<file path="src/rtl/csr_file.sv">
// csr_file: LoongArch CSR file with exception entry/return, interrupt status and timer.
// Optional stable-counter timer (TCFG/TVAL/TICLR) is built when CSR_TIMER_EN is defined.
module csr_file #(
    parameter logic [31:0] TID_INIT    = 32'h0,
    parameter logic [31:0] EENTRY_INIT = 32'h1c00_8000
) (
    input  logic        clk,
    input  logic        rst,
    input  logic        csr_re,
    input  logic [13:0] csr_num,
    output logic [31:0] csr_rvalue,
    input  logic        csr_we,
    input  logic [31:0] csr_wmask,
    input  logic [31:0] csr_wvalue,
    input  logic        ertn_flush,
    input  logic        wb_ex,
    input  logic [5:0]  wb_ecode,
    input  logic [8:0]  wb_esubcode,
    input  logic [31:0] wb_pc,
    input  logic [7:0]  hw_int_in,
    input  logic        ipi_int_in,
    output logic [31:0] ex_entry,
    output logic [31:0] ertn_entry,
    output logic        has_int
);

    localparam logic [13:0] CSR_CRMD   = 14'h00;
    localparam logic [13:0] CSR_PRMD   = 14'h01;
    localparam logic [13:0] CSR_ECFG   = 14'h04;
    localparam logic [13:0] CSR_ESTAT  = 14'h05;
    localparam logic [13:0] CSR_ERA    = 14'h06;
    localparam logic [13:0] CSR_EENTRY = 14'h0c;
    localparam logic [13:0] CSR_TID    = 14'h40;
    localparam logic [12:0] LIE_MASK   = 13'h1bff;

    logic [1:0]       plv_q, plv_d;
    logic             ie_q, ie_d;
    logic             da_q, da_d;
    logic [1:0]       pplv_q, pplv_d;
    logic             pie_q, pie_d;
    logic [12:0]      lie_q, lie_d;
    logic [12:0]      is_q, is_d;
    logic [5:0]       ecode_q, ecode_d;
    logic [8:0]       esub_q, esub_d;
    logic [31:0]      era_q, era_d;
    logic [25:0]      eentry_q, eentry_d;
    logic [3:0][31:0] save_q, save_d;
    logic [31:0]      tid_q, tid_d;
    logic [31:0]      rdata;

    logic [31:0] wm;
    logic [31:0] wv;
    logic        wr;
    logic        sel_crmd, sel_prmd, sel_ecfg, sel_estat;
    logic        sel_era, sel_eentry, sel_save, sel_tid;

    assign wm = csr_wmask;
    assign wv = csr_wvalue;
    assign wr = csr_we & ~wb_ex;

    assign sel_crmd   = (csr_num == CSR_CRMD);
    assign sel_prmd   = (csr_num == CSR_PRMD);
    assign sel_ecfg   = (csr_num == CSR_ECFG);
    assign sel_estat  = (csr_num == CSR_ESTAT);
    assign sel_era    = (csr_num == CSR_ERA);
    assign sel_eentry = (csr_num == CSR_EENTRY);
    assign sel_save   = (csr_num[13:2] == 12'h00c);
    assign sel_tid    = (csr_num == CSR_TID);

`ifdef CSR_TIMER_EN
    logic [31:0] tcfg_q, tcfg_d;
    logic [31:0] tval_q, tval_d;
    logic        sel_tcfg, sel_tval, sel_ticlr;
    logic        expire;

    assign sel_tcfg  = (csr_num == 14'h41);
    assign sel_tval  = (csr_num == 14'h42);
    assign sel_ticlr = (csr_num == 14'h44);
    assign expire    = tcfg_q[0] & (tval_q == 32'd0);
`endif

    // Next-state: masked writes, then exception/ertn overrides, IS sampling, timer
    always_comb begin
        plv_d    = plv_q;
        ie_d     = ie_q;
        da_d     = da_q;
        pplv_d   = pplv_q;
        pie_d    = pie_q;
        lie_d    = lie_q;
        is_d     = is_q;
        ecode_d  = ecode_q;
        esub_d   = esub_q;
        era_d    = era_q;
        eentry_d = eentry_q;
        save_d   = save_q;
        tid_d    = tid_q;
`ifdef CSR_TIMER_EN
        tcfg_d   = tcfg_q;
        tval_d   = tval_q;
`endif
        if (wr) begin
            unique case (1'b1)
                sel_crmd:
                    {da_d, ie_d, plv_d} = ({da_q, ie_q, plv_q} & ~wm[3:0])
                                        | (wv[3:0] & wm[3:0]);
                sel_prmd:
                    {pie_d, pplv_d} = ({pie_q, pplv_q} & ~wm[2:0])
                                    | (wv[2:0] & wm[2:0]);
                sel_ecfg:
                    lie_d = ((lie_q & ~wm[12:0]) | (wv[12:0] & wm[12:0]))
                          & LIE_MASK;
                sel_estat:
                    is_d[1:0] = (is_q[1:0] & ~wm[1:0]) | (wv[1:0] & wm[1:0]);
                sel_era:
                    era_d = (era_q & ~wm) | (wv & wm);
                sel_eentry:
                    eentry_d = (eentry_q & ~wm[31:6]) | (wv[31:6] & wm[31:6]);
                sel_save:
                    save_d[csr_num[1:0]] = (save_q[csr_num[1:0]] & ~wm)
                                         | (wv & wm);
                sel_tid:
                    tid_d = (tid_q & ~wm) | (wv & wm);
                default: ;
            endcase
        end
        if (wb_ex) begin
            pplv_d  = plv_q;
            pie_d   = ie_q;
            plv_d   = 2'b00;
            ie_d    = 1'b0;
            era_d   = wb_pc;
            ecode_d = wb_ecode;
            esub_d  = wb_esubcode;
        end else if (ertn_flush) begin
            plv_d = pplv_q;
            ie_d  = pie_q;
        end
        is_d[9:2] = hw_int_in;
        is_d[10]  = 1'b0;
        is_d[12]  = ipi_int_in;
`ifdef CSR_TIMER_EN
        if (wr && sel_ticlr && wv[0] && wm[0]) begin
            is_d[11] = 1'b0;
        end
        if (expire) begin
            is_d[11] = 1'b1;
            if (tcfg_q[1]) begin
                tval_d = {tcfg_q[31:2], 2'b00};
            end else begin
                tcfg_d[0] = 1'b0;
            end
        end else if (tcfg_q[0]) begin
            tval_d = tval_q - 32'd1;
        end
        if (wr && sel_tcfg) begin
            tcfg_d = (tcfg_q & ~wm) | (wv & wm);
            tval_d = tcfg_d[0] ? {tcfg_d[31:2], 2'b00} : tval_q;
        end
`else
        is_d[11] = 1'b0;
`endif
    end

    // State registers with synchronous reset
    always_ff @(posedge clk) begin
        if (rst) begin
            plv_q    <= 2'b00;
            ie_q     <= 1'b0;
            da_q     <= 1'b1;
            pplv_q   <= 2'b00;
            pie_q    <= 1'b0;
            lie_q    <= '0;
            is_q     <= '0;
            ecode_q  <= '0;
            esub_q   <= '0;
            era_q    <= '0;
            eentry_q <= EENTRY_INIT[31:6];
            save_q   <= '0;
            tid_q    <= TID_INIT;
`ifdef CSR_TIMER_EN
            tcfg_q   <= '0;
            tval_q   <= '0;
`endif
        end else begin
            plv_q    <= plv_d;
            ie_q     <= ie_d;
            da_q     <= da_d;
            pplv_q   <= pplv_d;
            pie_q    <= pie_d;
            lie_q    <= lie_d;
            is_q     <= is_d;
            ecode_q  <= ecode_d;
            esub_q   <= esub_d;
            era_q    <= era_d;
            eentry_q <= eentry_d;
            save_q   <= save_d;
            tid_q    <= tid_d;
`ifdef CSR_TIMER_EN
            tcfg_q   <= tcfg_d;
            tval_q   <= tval_d;
`endif
        end
    end

    // Read mux from current register values
    always_comb begin
        rdata = '0;
        unique case (1'b1)
            sel_crmd:   rdata = {28'b0, da_q, ie_q, plv_q};
            sel_prmd:   rdata = {29'b0, pie_q, pplv_q};
            sel_ecfg:   rdata = {19'b0, lie_q};
            sel_estat:  rdata = {1'b0, esub_q, ecode_q, 3'b0, is_q};
            sel_era:    rdata = era_q;
            sel_eentry: rdata = {eentry_q, 6'b0};
            sel_save:   rdata = save_q[csr_num[1:0]];
            sel_tid:    rdata = tid_q;
`ifdef CSR_TIMER_EN
            sel_tcfg:   rdata = tcfg_q;
            sel_tval:   rdata = tval_q;
            sel_ticlr:  rdata = '0;
`endif
            default:    rdata = '0;
        endcase
    end

    assign csr_rvalue = csr_re ? rdata : 32'd0;
    assign ex_entry   = {eentry_q, 6'b0};
    assign ertn_entry = era_q;
    assign has_int    = ie_q & (|(is_q & lie_q));

endmodule

</file>
<file path="config.mk">
export PLATFORM = sky130hd
export DESIGN_NAME = csr_file
export DESIGN_NICKNAME = d
export VERILOG_FILES = /design/src/rtl/csr_file.sv
export SDC_FILE = /design/constraint.sdc
export NUM_CORES = 1
export LEC_CHECK = 0
export BUFFER_PORTS_ARGS = -buffer_cell sky130_fd_sc_hd__buf_4
export CAP_MARGIN = 20
export CORE_AREA = 2 2 189 173
export CTS_CLUSTER_SIZE = 12
export DETAILED_ROUTE_END_ITERATION = 8
export DIE_AREA = 0 0 191 175
export SLEW_MARGIN = 20
export SYNTH_ARGS = -nofsm -noshare
export SYNTH_HDL_FRONTEND = slang
export SYNTH_SLANG_ARGS = --single-unit
</file>
<file path="constraint.sdc">
create_clock -name clk -period 5.4 [get_ports clk]
set_input_delay 0.27 -clock clk [delete_from_list [all_inputs] [get_ports clk]]
set_output_delay 0.27 -clock clk [all_outputs]
set_load 0.03 [all_outputs]
</file>
==> Word-level counts from Yosys, hierarchy flattened <==
Index checks and enable logic that the tools add are counted.
{ "op_classes": {"addsub": 0, "multipliers": 0, "div": 0, "order_cmp": 2, "n_eq_ne": 7, "shifts": 0, "muxes": 22, "n_bitwise": 32, "reduce_logical": 18} }
{ "ops": {"columns": ["op", "count"], "rows": [
  ["32-bit case mux with 8 select lines", 1],
  ["32-bit 2-to-1 mux", 6],
  ["32-bit AND", 4],
  ["128-bit bitwise mux", 1],
  ["32-bit bitwise OR", 3],
  ["32-bit binary-select mux with 2-bit select", 1],
  ["32-bit demux with 2-bit select", 1],
  ["26-bit AND", 2],
  ["14-bit by 3-bit equality test with 1-bit output, second input constant", 3],
  ["13-bit AND", 3],
  ["32-bit NOT", 1],
  ["26-bit NOT", 1],
  ["26-bit bitwise OR", 1],
  ["2-bit AND reduction", 9],
  ["14-bit by 1-bit equality test with 1-bit output, second input constant", 1],
  ["14-bit by 4-bit equality test with 1-bit output, second input constant", 1],
  ["14-bit by 7-bit equality test with 1-bit output, second input constant", 1],
  ["14-bit zero test", 1],
  ["13-bit NOT", 1],
  ["13-bit bitwise OR", 1],
  ["13-bit OR reduction", 1],
  ["12-bit by 4-bit equality test with 1-bit output, second input constant", 1],
  ["2-bit 2-to-1 mux", 6],
  ["2-bit nonzero test", 5],
  ["16 further kinds", 25]
]} }
{ "totals": {"regBits": 265, "latchBits": 0, "ramBits": 0, "romBits": 0, "inputBits": 140, "output_inout_bits": 97, "wordCells": 99, "mem_count": 0} }

==> Depth between registers and ports, before layout <==
Gate-level depths: netlist (run 1).
{ "logic_depth": {"depth_word": 6, "ltp_mapped": 8, "ltp_nobuf": 4} }

==> Worst setup path after synthesis (run 1) <==
Ideal clock, no wire load.
{ "synth_path": {"path_type": "input port to output port", "from": "input port csr_num[6]", "to": "output port csr_rvalue[28]", "arrival_ps": 2749, "required_ps": 5130, "slack_ps": 2381, "stages": 8, "n_path_buf": 4, "cell_sequence": "clkbuf_1 -> or4_1 -> clkbuf_1 -> nor4_4 -> buf_2 -> buf_2 -> a22oi_1 -> a211oi_1"} }
{ "synth_via": {"elab_chain_cells": 3, "word_cells_on_any_way": 10, "classes_between": "eq/ne (7); mux (2); reduce/logical (1)"} }
{ "synth_lines": {"columns": ["item", "line", "text"], "rows": [
  ["from (decl)", "10", "input logic [13:0] csr_num,"],
  ["14-bit by 7-bit equality test with 1-bit output (tied with other cells)", "68", "assign sel_tid = (csr_num == CSR_TID);"],
  ["32-bit case mux with 8 select lines *", "208", "unique case (1'b1)"],
  ["32-bit 2-to-1 mux *", "226", "assign csr_rvalue = csr_re ? rdata : 32'd0;"],
  ["to (decl)", "11", "output logic [31:0] csr_rvalue,"]
]} }
Every way passes the cells marked *; elsewhere a longest branch is shown, timed or not.

==> Final worst setup path (run 1) <==
{ "layout_path": {"from": "input port csr_num[9]", "to": "output port csr_rvalue[11]"} }
Same word-level chain as after synthesis.

==> results.yml, run 1 <==
grt:
  met1_usage_pct: 41.7
  antenna_found_initial: 2
  grt_pass1_wl_um: 74600
  grt_start_max_net_pins: 72
  globalRouteTotalUtil_pct: 28.6
  grt_overflow: 0
  grt_pass1_vias: 12039
  grt_use_met2_pct: 43.5
  use_met3_pct: 3.94
  grt.busiest_layer: "met2"
die:
  row_count: 62
  die-area_um2: 33400
  fp.dieW_um: 191
  chipHeight_um: 175
  io_pins: 237
  core_um2: 31400
  start_util_pct: 39.5
timing:
  fmax_ghz: 0.267
  layout_min_cycle_time_ns: 3.74
  min_period_over_period_pct: 69.3
  fin_setup_tns_ns: 0
  rsz0062_at_grt: "false"
  relSlewSlack_pct: 24.1
  tightest_slew_ns: 1.14
  hold_viol_final: 0
  hold_ws_ns: 0.0117
  setup_slack_ns: 1.66
  drv_slew: 0
  setup_viol: 0
  skew_ns: 0.00787
synthesis:
  synth-seq-cells: 263
  synth.most_common_cell: "dfxtp_1"
  syn_avg_cell_area_um2: 9.85
  synthTopCellsByCount: "263 x dfxtp_1, 128 x o2bb2ai_1, 118 x clkbuf_1"
  ys_top_cells_by_area: "dfxtp_1 42%, o2bb2ai_1 9.0%, o31ai_1 6.1%, mux4_2 5.8%, mux2i_1 4.0%"
  synth_edf_count: 0
  synth_ff_type: "dfxtp_1"
  yosys.area.top_type_share_pct: 42.4
  synth-seq-area-share_pct: 42.4
  synth-async-reset-ratio_pct: 0
  yosysUniqueCellTypes: 47
  yosys.area.top_type: "dfxtp_1"
  yosys_warnings: 0
  synthCells: 1260
  synthesis.area_um2: 12400
setup_path:
  start_kind: "input pin"
  worstReg2RegStart: "save_q[102]"
  crit_path_end_kind: "output pin"
  reg2regPathDepth: 3
  cp.required_ns: 5.13
  startpoint: "csr_num[9]"
  worstPathArrival_ns: 3.47
  crit_fanout: 43
  path_class: "input pin to output pin"
drt:
  drtIter0Drc: 1309
  post_drt_wl_per_cell_um: 25.9
  dr.pass1.iters: 5
  vias_per_cell: 6.57
  drt-total-wl_um: 49100
  postRouteAntennaNets: 0
  vias: 12461
  drc: 0
pwr:
  finalPower_w: 0.00452
  peakVddDrop_uv: 207
  powerDensity_nw_per_um2: 284
  leakagePower_nw: 5.72
clocking:
  insertion_delay_ns: 0.54
  cts.sinks: 263
  cts_tree: "built"
  h-tree-depth: 1
  cts.path.max_buffers: 3
  cts-root-buf: "clkbuf_16"
  clkTransAtPathRegs_ns: 0.06
  numCtsBuffers: 29
placed_design:
  port_buffers: 230
  gp_congestion: 0.920
  dp_slack_ns: 1.74
  dpl.hpwl_um: 31900
run_status:
  status: "finished, final reports clean"
hold_path:
  whs_path_depth: 3
  hold_start: "wb_pc[29]"
  worstHoldPathType: "input pin to flip-flop"
finish:
  drive_gt1_share_pct: 24.1
  area_growth_pct: 28.4
  final_util_pct: 50.7
  layout.nets: 1600
run:
  cap_viol_max_count: 0
==> critical path, cell delays in order <==
cell and delay, ns:
buf_4 0.11, nor4_2 0.88, and4_2 1.16, buf_4 0.37, a22oi_1 0.11, a311oi_1 0.31, buf_4 0.23
==> report_power, final <==
| group | switching, W | internal, W |
|---|---|---|
| Clock | 0.000799 | 0.00123 |
| Sequential | 0.0000261 | 0.00197 |
| Combinational | 0.000304 | 0.000189 |
==> metrics by stage <==
| stage | instance area, um2 | instances |
|---|---|---|
| global route | 15900 | 1898 |
| global placement | 14400 | 1793 |
| CTS | 15900 | 1894 |
| finish | 15900 | 1898 |
| floorplan | 12400 | 1265 |
| detailed placement | 14400 | 1794 |
==> layer usage <==
| metal | vias to the layer above | wire, um |
|---|---|---|
| met5 | - | 0 |
| met4 | 0 | 1330 |
| met3 | 97 | 4590 |
| met2 | 754 | 21700 |
| met1 | 6143 | 21500 |
| li1 | 5467 | - |
==> layout make-up <==
class                      instances  area [um2]
clock inverter                     8         115
inverter                          70         263
fill                            2883       15500
multi-input combinational        789        6420
sequential                       263        5270
clock buffer                      43         858
antenna                            2        5.00
tap                              416         520
timing repair buffer             307        2470
==> cell families (layout without fill, tap and decap cells) <==
group / count (synthesis) / count (layout) / synth area share, %
AOI/OAI and AO/OA: 519 / 519 / 32.1
DFF: 263 / 263 / 42.4
other: 1 / 8 / 0.0302
and+or+nand+nor: 182 / 182 / 8.82
muxes: 82 / 82 / 9.84
buffers and inverters: 213 / 428 / 6.72
==> placed cells by master (no fill, tap or decap), types with 12 or more instances in the layout <==
| master | instances |
|---|---|
| dlygate4sd3_1 | 49 |
| a22oi_1 | 57 |
| a21oi_1 | 69 |
| mux2i_1 | 50 |
| a221oi_1 | 33 |
| o21ai_0 | 12 |
| a41oi_1 | 32 |
| clkbuf_16 | 29 |
| nand4_1 | 75 |
| inv_1 | 70 |
| mux4_2 | 32 |
| nor2_1 | 22 |
| o2bb2ai_1 | 128 |
| a22o_1 | 19 |
| o31ai_1 | 100 |
| dfxtp_1 | 263 |
| nand3_1 | 13 |
| a211oi_1 | 28 |
| buf_4 | 255 |
==> worst paths after layout <==
| check | to | slack, ns |
|---|---|---|
| min | flip-flop | 0.01 |
| max reg2reg | save_q[102] | 3.79 |
| min reg2reg | save_q[125] | 0.46 |
| max | csr_rvalue[11] | 1.66 |
==> what timing repair did <==
item | CTS | global route
hold endpoints to repair | 49 | 0
buffers inserted | 0 | 0
resized for setup | 0 | 0
hold buffers | 49 | 0
(Power assumes the default switching activity.)
==> run 2: changes to the inputs <==
- clock period: 5.4 -> 3.9 ns (I/O delays scaled with it)
==> results.yml, run 2 (synthesis results as in run 1) <==
finish:
  drive_gt1_share_pct: 23.8
  layout_common_cells: "273 x buf_4, 263 x dfxtp_1, 155 x dlygate4sd3_1, 128 x o2bb2ai_1, 100 x o31ai_1"
  layout_commonest_cell: "buf_4"
  area_growth_pct: 38.6
  layout.nets: 1726
timing:
  min_period_over_period_pct: 80.3
  drv_slew: 0
  tightest_slew_ns: 1.19
  skew_ns: 0.00681
  rsz0062_at_grt: "false"
  fmax_ghz: 0.319
  setup_viol: 0
  layout_min_cycle_time_ns: 3.13
  fin_setup_tns_ns: 0
  hold_ws_ns: 0.0236
  relSlewSlack_pct: 20.7
  hold_viol_final: 0
drt:
  post_drt_wl_per_cell_um: 24.9
  drtIter0Drc: 1281
  dr.pass1.iters: 6
  vias: 13053
  drt-total-wl_um: 50500
  postRouteAntennaNets: 0
  drc: 0
  vias_per_cell: 6.44
setup_path:
  crit_path_end_kind: "output pin"
  reg2regPathDepth: 3
  cp.required_ns: 3.70
  crit_fanout: 21
  slowest_delay_ns: 1.03
  path_cells: "buf_4 > nor4_2 > buf_4 > nand2_1 > or4b_2 > a211oi_1 > buf_4"
  worstPathArrival_ns: 2.94
  start_kind: "input pin"
  crit_top_cell: "buf_4"
  slowest_stage: "or4b_2"
  path_class: "input pin to output pin"
clocking:
  ctsResizeCount: 0
  cts-root-buf: "clkbuf_16"
  cts.sinks: 263
  cts.path.max_buffers: 3
  insertion_delay_ns: 0.56
  clkTransAtPathRegs_ns: 0.07
  h-tree-depth: 1
  post-cts-setup-buffers: 0
  cts_tree: "built"
  numCtsBuffers: 30
pwr:
  peakVddDrop_uv: 309
  powerDensity_nw_per_um2: 372
  leakagePower_nw: 6.19
grt:
  grt_overflow: 0
  grt_start_max_net_pins: 84
  grt_pass1_wl_um: 77200
  globalRouteTotalUtil_pct: 29.5
  antenna_found_initial: 1
  grt_pass1_vias: 12694
die:
  fp.dieW_um: 191
  row_count: 62
  chipHeight_um: 175
  io_pins: 237
  start_util_pct: 39.5
  core_um2: 31400
  die-area_um2: 33400
run_status:
  status: "finished, final reports clean"
placed_design:
  port_buffers: 230
  gp_congestion: 0.935
  dpl.hpwl_um: 32000
run:
  cap_viol_max_count: 0
hold_path:
  worstHoldPathType: "input pin to flip-flop"
  whs_path_depth: 3
## run 2: through the flow
step,utilization (%),cells,setup WS (ns),area [um2],power (W)
6_report,54.7,2027,0.769,17200,0.00639
5_1_grt,54.7,2027,0.611,17200,0.00656
4_1_cts,54.7,2026,0.828,17200,0.00639
3_5_place_dp,46.5,1815,0.835,14600,0.00346
3_3_place_gp,46.3,1813,0.793,14600,0.00345
2_1_floorplan,-,1265,1.03,12400,0.00313
## run 2: path summary, 6_finish.rpt
kind           startpoint             end  slack (ns)
max reg2reg    save_q[83]      save_q[19]        2.09
max            csr_num[9]  csr_rvalue[27]        0.77
min reg2reg   save_q[126]     save_q[126]        0.46
min          csr_wmask[1]       flip-flop        0.02
## run 2: routing by layer
layer	part of all wire (%)	global-route usage, %
met5	0	0
met4	2.7	8.37
met3	11	5.86
met2	44	44.9
met1	43	42.2
## run 2: cell type report
class                   instances  area (um2)
inverters                      70         263
multi-input cells             789        6420
fillers                      2707       14200
clock inverters                11        82.6
diodes                          1        2.50
repair buffers                432        3700
flip-flops and latches        263        5270
clock buffers                  45         938
well taps                     416         520
## run 2: timing repair
item	CTS	global route
hold buffers	155	0
hold endpoints to repair	129	0
setup endpoints to repair	0	0
## run 2: worst max-delay path, delay by kind of cell
family,cells,cell delay [ns]
AOI/OAI and AO/OA,1,0.65
and+or+nand+nor,3,1.46
buffers and inverters,3,0.61
## run 2: report_power, final
group          switching (W)  total, W  internal (W)
clock                0.00116   0.00287       0.00172
sequential         0.0000364   0.00276       0.00273
combinational       0.000440  0.000754      0.000314
total                0.00163   0.00639       0.00476
